$ cat src/rtl/gps_iq_reader.sv
// Serial IQ snapshot reader: services correlator channel epochs round-robin,
// shifts each channel's accumulator snapshot out and queues framed 16-bit records for the CPU.
module gps_iq_reader #(
    parameter int NCH        = 12,
    parameter int INTEG_BITS = 20,
    parameter int FIFO_AW    = 7
) (
    input  logic               clk,
    input  logic               rst,
    input  logic [NCH-1:0]     epoch,
    input  logic [NCH-1:0]     sout,
    output logic [NCH-1:0]     shift,
    input  logic               rd_en,
    output logic [15:0]        rd_data,
    output logic               rd_empty,
    output logic [FIFO_AW:0]   rd_count,
    output logic [NCH-1:0]     ovf,
    input  logic               clr_ovf
);
    localparam int NBITS   = 6 * INTEG_BITS;
    localparam int NWORDS  = (NBITS + 15) / 16;
    localparam int REC_LEN = NWORDS + 1;
    localparam int DEPTH   = 1 << FIFO_AW;
    localparam int REM     = NBITS % 16;
    localparam int PAD_SH  = 16 - REM;
    localparam int CNT_W   = (NBITS > 16) ? $clog2(NBITS) : 4;
    localparam logic [CNT_W-1:0] LAST_BIT = CNT_W'(NBITS - 1);
    localparam logic [3:0]       RR_INIT  = 4'(NCH - 1);

    typedef enum logic [1:0] {IDLE, SHIFT, PAD, COMMIT} state_t;
    state_t state, state_nxt;

    logic [15:0]      mem [DEPTH];
    logic [FIFO_AW:0] wr_ptr, rd_ptr, commit_ptr, rec_start, used;
    logic [NCH-1:0]   pending, cand, gnt_mask, cur_mask, ovf_set;
    logic [3:0]       rr_ptr, cur_ch, gnt_ch;
    logic [CNT_W-1:0] bit_cnt;
    logic [15:0]      word_sr, wr_word;
    logic             gnt_found, grant, fits, drop, abort, wr_en, commit, pop, sout_bit;
    int               idx;

    assign used     = wr_ptr - rd_ptr;
    assign fits     = (32'(used) + 32'(REC_LEN)) <= 32'(DEPTH);
    assign cur_mask = NCH'(1) << cur_ch;
    assign sout_bit = |(sout & cur_mask);
    assign abort    = ((state == SHIFT) || (state == PAD)) && |(epoch & cur_mask);
    // A channel pulsing epoch this very cycle reloads next cycle; serve it one cycle later.
    assign cand     = pending & ~epoch;
    assign grant    = (state == IDLE) && gnt_found;
    assign drop     = grant && !fits;
    assign gnt_mask = grant ? (NCH'(1) << gnt_ch) : '0;
    assign ovf_set  = (epoch & pending) | (drop ? gnt_mask : '0) | (abort ? cur_mask : '0);

    assign rd_empty = (commit_ptr == rd_ptr);
    assign rd_count = commit_ptr - rd_ptr;
    assign pop      = rd_en && !rd_empty;
    assign rd_data  = rd_empty ? 16'h0000 : mem[rd_ptr[FIFO_AW-1:0]];

    always_comb begin
        gnt_found = 1'b0;
        gnt_ch    = '0;
        idx       = 0;
        for (int i = 1; i <= NCH; i++) begin
            idx = (int'(rr_ptr) + i) % NCH;
            if (!gnt_found && cand[idx]) begin
                gnt_found = 1'b1;
                gnt_ch    = 4'(idx);
            end
        end
    end

    always_ff @(posedge clk) begin
        if (rst) state <= IDLE;
        else     state <= state_nxt;
    end

    always_comb begin
        state_nxt = state;
        shift     = '0;
        wr_en     = 1'b0;
        wr_word   = '0;
        commit    = 1'b0;
        case (state)
            IDLE: begin
                if (grant && fits) begin
                    wr_en     = 1'b1;
                    wr_word   = {4'hA, 8'h00, gnt_ch};
                    state_nxt = SHIFT;
                end
            end
            SHIFT: begin
                shift = cur_mask;
                if (abort) begin
                    state_nxt = IDLE;
                end else begin
                    if (bit_cnt[3:0] == 4'hF) begin
                        wr_en   = 1'b1;
                        wr_word = {word_sr[14:0], sout_bit};
                    end
                    if (bit_cnt == LAST_BIT) state_nxt = (REM != 0) ? PAD : COMMIT;
                end
            end
            PAD: begin
                if (abort) begin
                    state_nxt = IDLE;
                end else begin
                    // Only the last REM bits are fresh; shifting left drops stale ones and zero-fills.
                    wr_en     = 1'b1;
                    wr_word   = word_sr << PAD_SH;
                    state_nxt = COMMIT;
                end
            end
            COMMIT: begin
                commit    = 1'b1;
                state_nxt = IDLE;
            end
            default: state_nxt = IDLE;
        endcase
    end

    always_ff @(posedge clk) begin
        if (rst) begin
            pending    <= '0;
            rr_ptr     <= RR_INIT;
            cur_ch     <= '0;
            bit_cnt    <= '0;
            wr_ptr     <= '0;
            rd_ptr     <= '0;
            commit_ptr <= '0;
            rec_start  <= '0;
            ovf        <= '0;
        end else begin
            pending <= (pending & ~gnt_mask) | epoch;
            if (grant) begin
                rr_ptr    <= gnt_ch;
                cur_ch    <= gnt_ch;
                rec_start <= wr_ptr;
                bit_cnt   <= '0;
            end
            if (state == SHIFT) bit_cnt <= bit_cnt + 1'b1;
            // An aborted record is discarded by rewinding to its header slot.
            if (abort)      wr_ptr <= rec_start;
            else if (wr_en) wr_ptr <= wr_ptr + 1'b1;
            if (commit) commit_ptr <= wr_ptr;
            if (pop)    rd_ptr     <= rd_ptr + 1'b1;
            ovf <= clr_ovf ? ovf_set : (ovf | ovf_set);
        end
    end

    always_ff @(posedge clk) begin
        if (wr_en)           mem[wr_ptr[FIFO_AW-1:0]] <= wr_word;
        if (state == SHIFT)  word_sr <= {word_sr[14:0], sout_bit};
    end
endmodule
$ cat config.mk
export PLATFORM = sky130hd
export DESIGN_NAME = gps_iq_reader
export DESIGN_NICKNAME = d
export VERILOG_FILES = /design/src/rtl/gps_iq_reader.sv
export SDC_FILE = /design/constraint.sdc
export NUM_CORES = 2
export LEC_CHECK = 0
export CAP_MARGIN = 10
export CORE_AREA = 2 2 468 470
export CTS_CLUSTER_DIAMETER = 60
export CTS_CLUSTER_SIZE = 40
export DETAILED_ROUTE_END_ITERATION = 8
export DIE_AREA = 0 0 470 472
export HOLD_SLACK_MARGIN = 0.05
export RECOVER_POWER = 100
export SLEW_MARGIN = 20
export SYNTH_ARGS = -nofsm -noshare
export SYNTH_HDL_FRONTEND = slang
export SYNTH_SLANG_ARGS = --single-unit
export TNS_END_PERCENT = 50
$ cat constraint.sdc
create_clock -name clk -period 11.6 [get_ports clk]
set_clock_uncertainty 0.05 [all_clocks]
set_input_delay 1.16 -clock clk [delete_from_list [all_inputs] [get_ports clk]]
set_output_delay 1.16 -clock clk [all_outputs]
set_load 0.03 [all_outputs]
==> run_results.csv <==
group,metric,value,unit
outcome,status,"complete, but fails checks",
outcome,violations,"max-capacitance violations, max-slew violations",
pwr,ir_drop,0.000438,V
route,via_per_inst,5.90,
logic_synthesis,synthArstFlopShare,0,%
finish,nets,4239,
global_routing,track_usage,19.4,%
route,drtIter0Drc,5394,
logic_synthesis,syn_avg_cell_area,21.4,um^2
worst_hold_path,hold_path.class,"flop to flop",
timing,slew_viol_final,931,
timing,setup_tns,0,ns
floorplanning,dieArea,222000,um^2
finish,synthToLayoutAreaGrowth,11.1,%
timing,setup_ws,2.47,ns
setup_path,startpoint_type,"flop",
global_routing,grt_overflow,0,
logic_synthesis,seq_area_frac_synth,73.7,%
finish,stdcell_count,7129,
route,ant_nets,0,
finish,layout_common_cells,"edfxtp_1 (2063), mux4_2 (684), nor2_1 (159)",
timing,tightest_slew,4.42,ns
cts,hold_buffers,0,
cts,cts_resized,0,
logic_synthesis,syn_nets,4121,
pwr,leakagePower,29.0,nW
timing,max-slew-margin-rel,-195,%
floorplanning,core_area,217000,um^2
cts,htree_levels,4,
logic_synthesis,ys_warn_count,0,
timing,rsz0062_at_grt,"false",
timing,hold_viol,0,
global_routing,antenna_found_initial,10,
route,remaining_drc_errors,0,
floorplanning,io_pins,77,
cts,cts-root-buf,"clkbuf_16",
cts,cts.reportedPaths.clkPinSlew,0.09,ns
logic_synthesis,yosysTopAreaCellShare,71.9,%
logic_synthesis,syn_inst,4038,
setup_path,crit_type,"flop to flop",
cts,cts_tree,"done",
cts,clock_latency,0.81,ns
floorplanning,die_h,472,um
route,wire_per_inst,30.5,um
finish,post-route-cell-area,95800,um^2
run,drv_cap,16,
global_routing,grt_max_degree,128,
timing,setup_viol,0,
global_routing,grt_pass1_vias,40841,
cts,postCtsSetupBuffers,0,
logic_synthesis,yosysTopAreaCell,"edfxtp_1",
timing,min_period,9.13,ns
route,via_count,42065,
logic_synthesis,ys_seq_elements,2142,
place,numPortBuffers,76,
place,dp_slack,4.25,ns
timing,min_period_over_period,78.7,%
logic_synthesis,synth_cell_type_count,95,
logic_synthesis,synthFlopType,"edfxtp_1",
logic_synthesis,synth-edff-count,2063,
cts,clock_path_buffers,3,
timing,fmax,110,MHz
logic_synthesis,syn-cell-area,86200,um^2
finish,drive_gt1_share,26.8,%
setup_path,end_kind,"flop",
route,drtPass1Iterations,6,
floorplanning,die_w,470,um
setup_path,worst-endpoint-required,12.09,ns
global_routing,grt_pass1_wl,310000,um
pwr,power_density,220,nW/um^2
route,wl,218000,um
cts,cts_made_buffers,136,
setup_path,cp.arrival,9.62,ns
place,place_congestion,0.856,
floorplanning,row_count,171,
place,dp_hpwl,132000,um
place,place_area,91000,um^2
logic_synthesis,synthTopCellsByArea,"edfxtp_1 (72%), mux4_2 (18%), dfxtp_1 (1.8%)",
timing,whs,0.381,ns
finish,layout_commonest_cell,"edfxtp_1",
place,placed_cells,6871,
setup_path,critPathMaxFanout,89,
finish,fillCellCount,18143,
floorplanning,start_util,39.8,%
cts,clock_sinks,2142,
## power breakdown
part	internal, mW	switching (mW)
Sequential	10.3	0.104
Combinational	1.10	3.97
Clock	2.65	2.93
## metal layers
| layer | track usage (%) | share of wire, % | up-vias | wire (um) |
|---|---|---|---|---|
| met5 | 0 | 0.0092 | - | 20 |
| met4 | 4.22 | 2.0 | 2 | 4300 |
| met3 | 2.99 | 7.1 | 212 | 15500 |
| met2 | 30.0 | 47 | 1615 | 102000 |
| met1 | 29.3 | 44 | 22960 | 95900 |
| li1 | - | - | 17276 | - |
## final timing paths
| kind | slack (ns) | end | cells after the start | start |
|---|---|---|---|---|
| worst min register to register | 0.38 | word_sr[12] | 0 | word_sr[11] |
| worst max-delay path | 2.47 | mem[52][0] | 22 | rr_ptr[2] |
| worst min-delay path | 0.38 | word_sr[12] | 0 | word_sr[11] |
| worst max register to register | 2.47 | mem[52][0] | 22 | rr_ptr[2] |
## critical path, stage by stage (launching register included)
cell and delay, ns:
dfxtp_1 0.31, clkbuf_1 1.25, inv_1 0.53, ha_1 0.40, xor2_1 0.37, inv_1 0.12
ha_1 0.30, a311oi_1 0.29, a21o_1 0.14, ha_1 0.25, a2111oi_0 0.11, a311oi_1 0.44
nor3b_1 0.10, a21boi_0 0.18, nor3_1 0.98, o21ai_0 0.37, a21oi_1 0.24, o21a_1 0.22
o31a_1 0.28, o21ai_0 0.19, a21oi_4 0.18, buf_4 0.83, buf_4 0.57
## final cells by class
cell class	count	area (um^2)	area share [%]
Antenna cell	6	15.0	0.0157
Clock buffer	145	3550	3.71
Clock inverter	106	1500	1.57
Inverter	45	169	0.176
Multi-Input combinational cell	1638	21900	22.8
Sequential cell	2142	63500	66.4
Tap cell	2854	3570	3.73
Timing Repair Buffer	193	1550	1.62
## synthesized netlist by cell type, drive strengths merged, types with 13 or more instances
library cell	count
clkbuf	131
nor2b	33
nand2	83
nor3	29
inv	44
ha	53
nor2	254
mux2i	36
o21ai	32
mux4	684
a22oi	13
a21o	14
a21oi	51
nand3	33
edfxtp	2063
xor2	13
a211oi	25
nand2b	23
o22ai	14
a311oi	14
buf	82
and2	13
dfxtp	79
nor4	14
xnor2	23
## sequential cells by signal, summed over array words and instances, names as in the netlist, named ones only
| name | count |
|---|---|
| bit_cnt | 7 |
| word_sr | 15 |
| mem | 2048 |
| cur_ch | 3 |
| wr_ptr | 8 |
| rr_ptr | 4 |
| rec_start | 8 |
| ovf | 12 |
| pending | 12 |
| rd_ptr | 8 |
| state | 2 |
| commit_ptr | 8 |
## cell families after synthesis
logic type | synth area share (%)
DFF | 73.7
adders and majority gates | 0.816
muxes | 18.3
and+or+nand+nor | 3.07
AOI/OAI and AO/OA | 2.54
xor gates and xnor gates | 0.374
buffers and inverters | 1.19
## through the flow
step           util (%)  power, mW
2_1_floorplan         -       13.5
3_3_place_gp       42.0       15.5
5_1_grt            44.2       21.8
4_1_cts            44.4       21.2
6_report           44.2       21.0
3_5_place_dp       42.0       15.7
No activity file was read; power rests on OpenSTA's default activity.
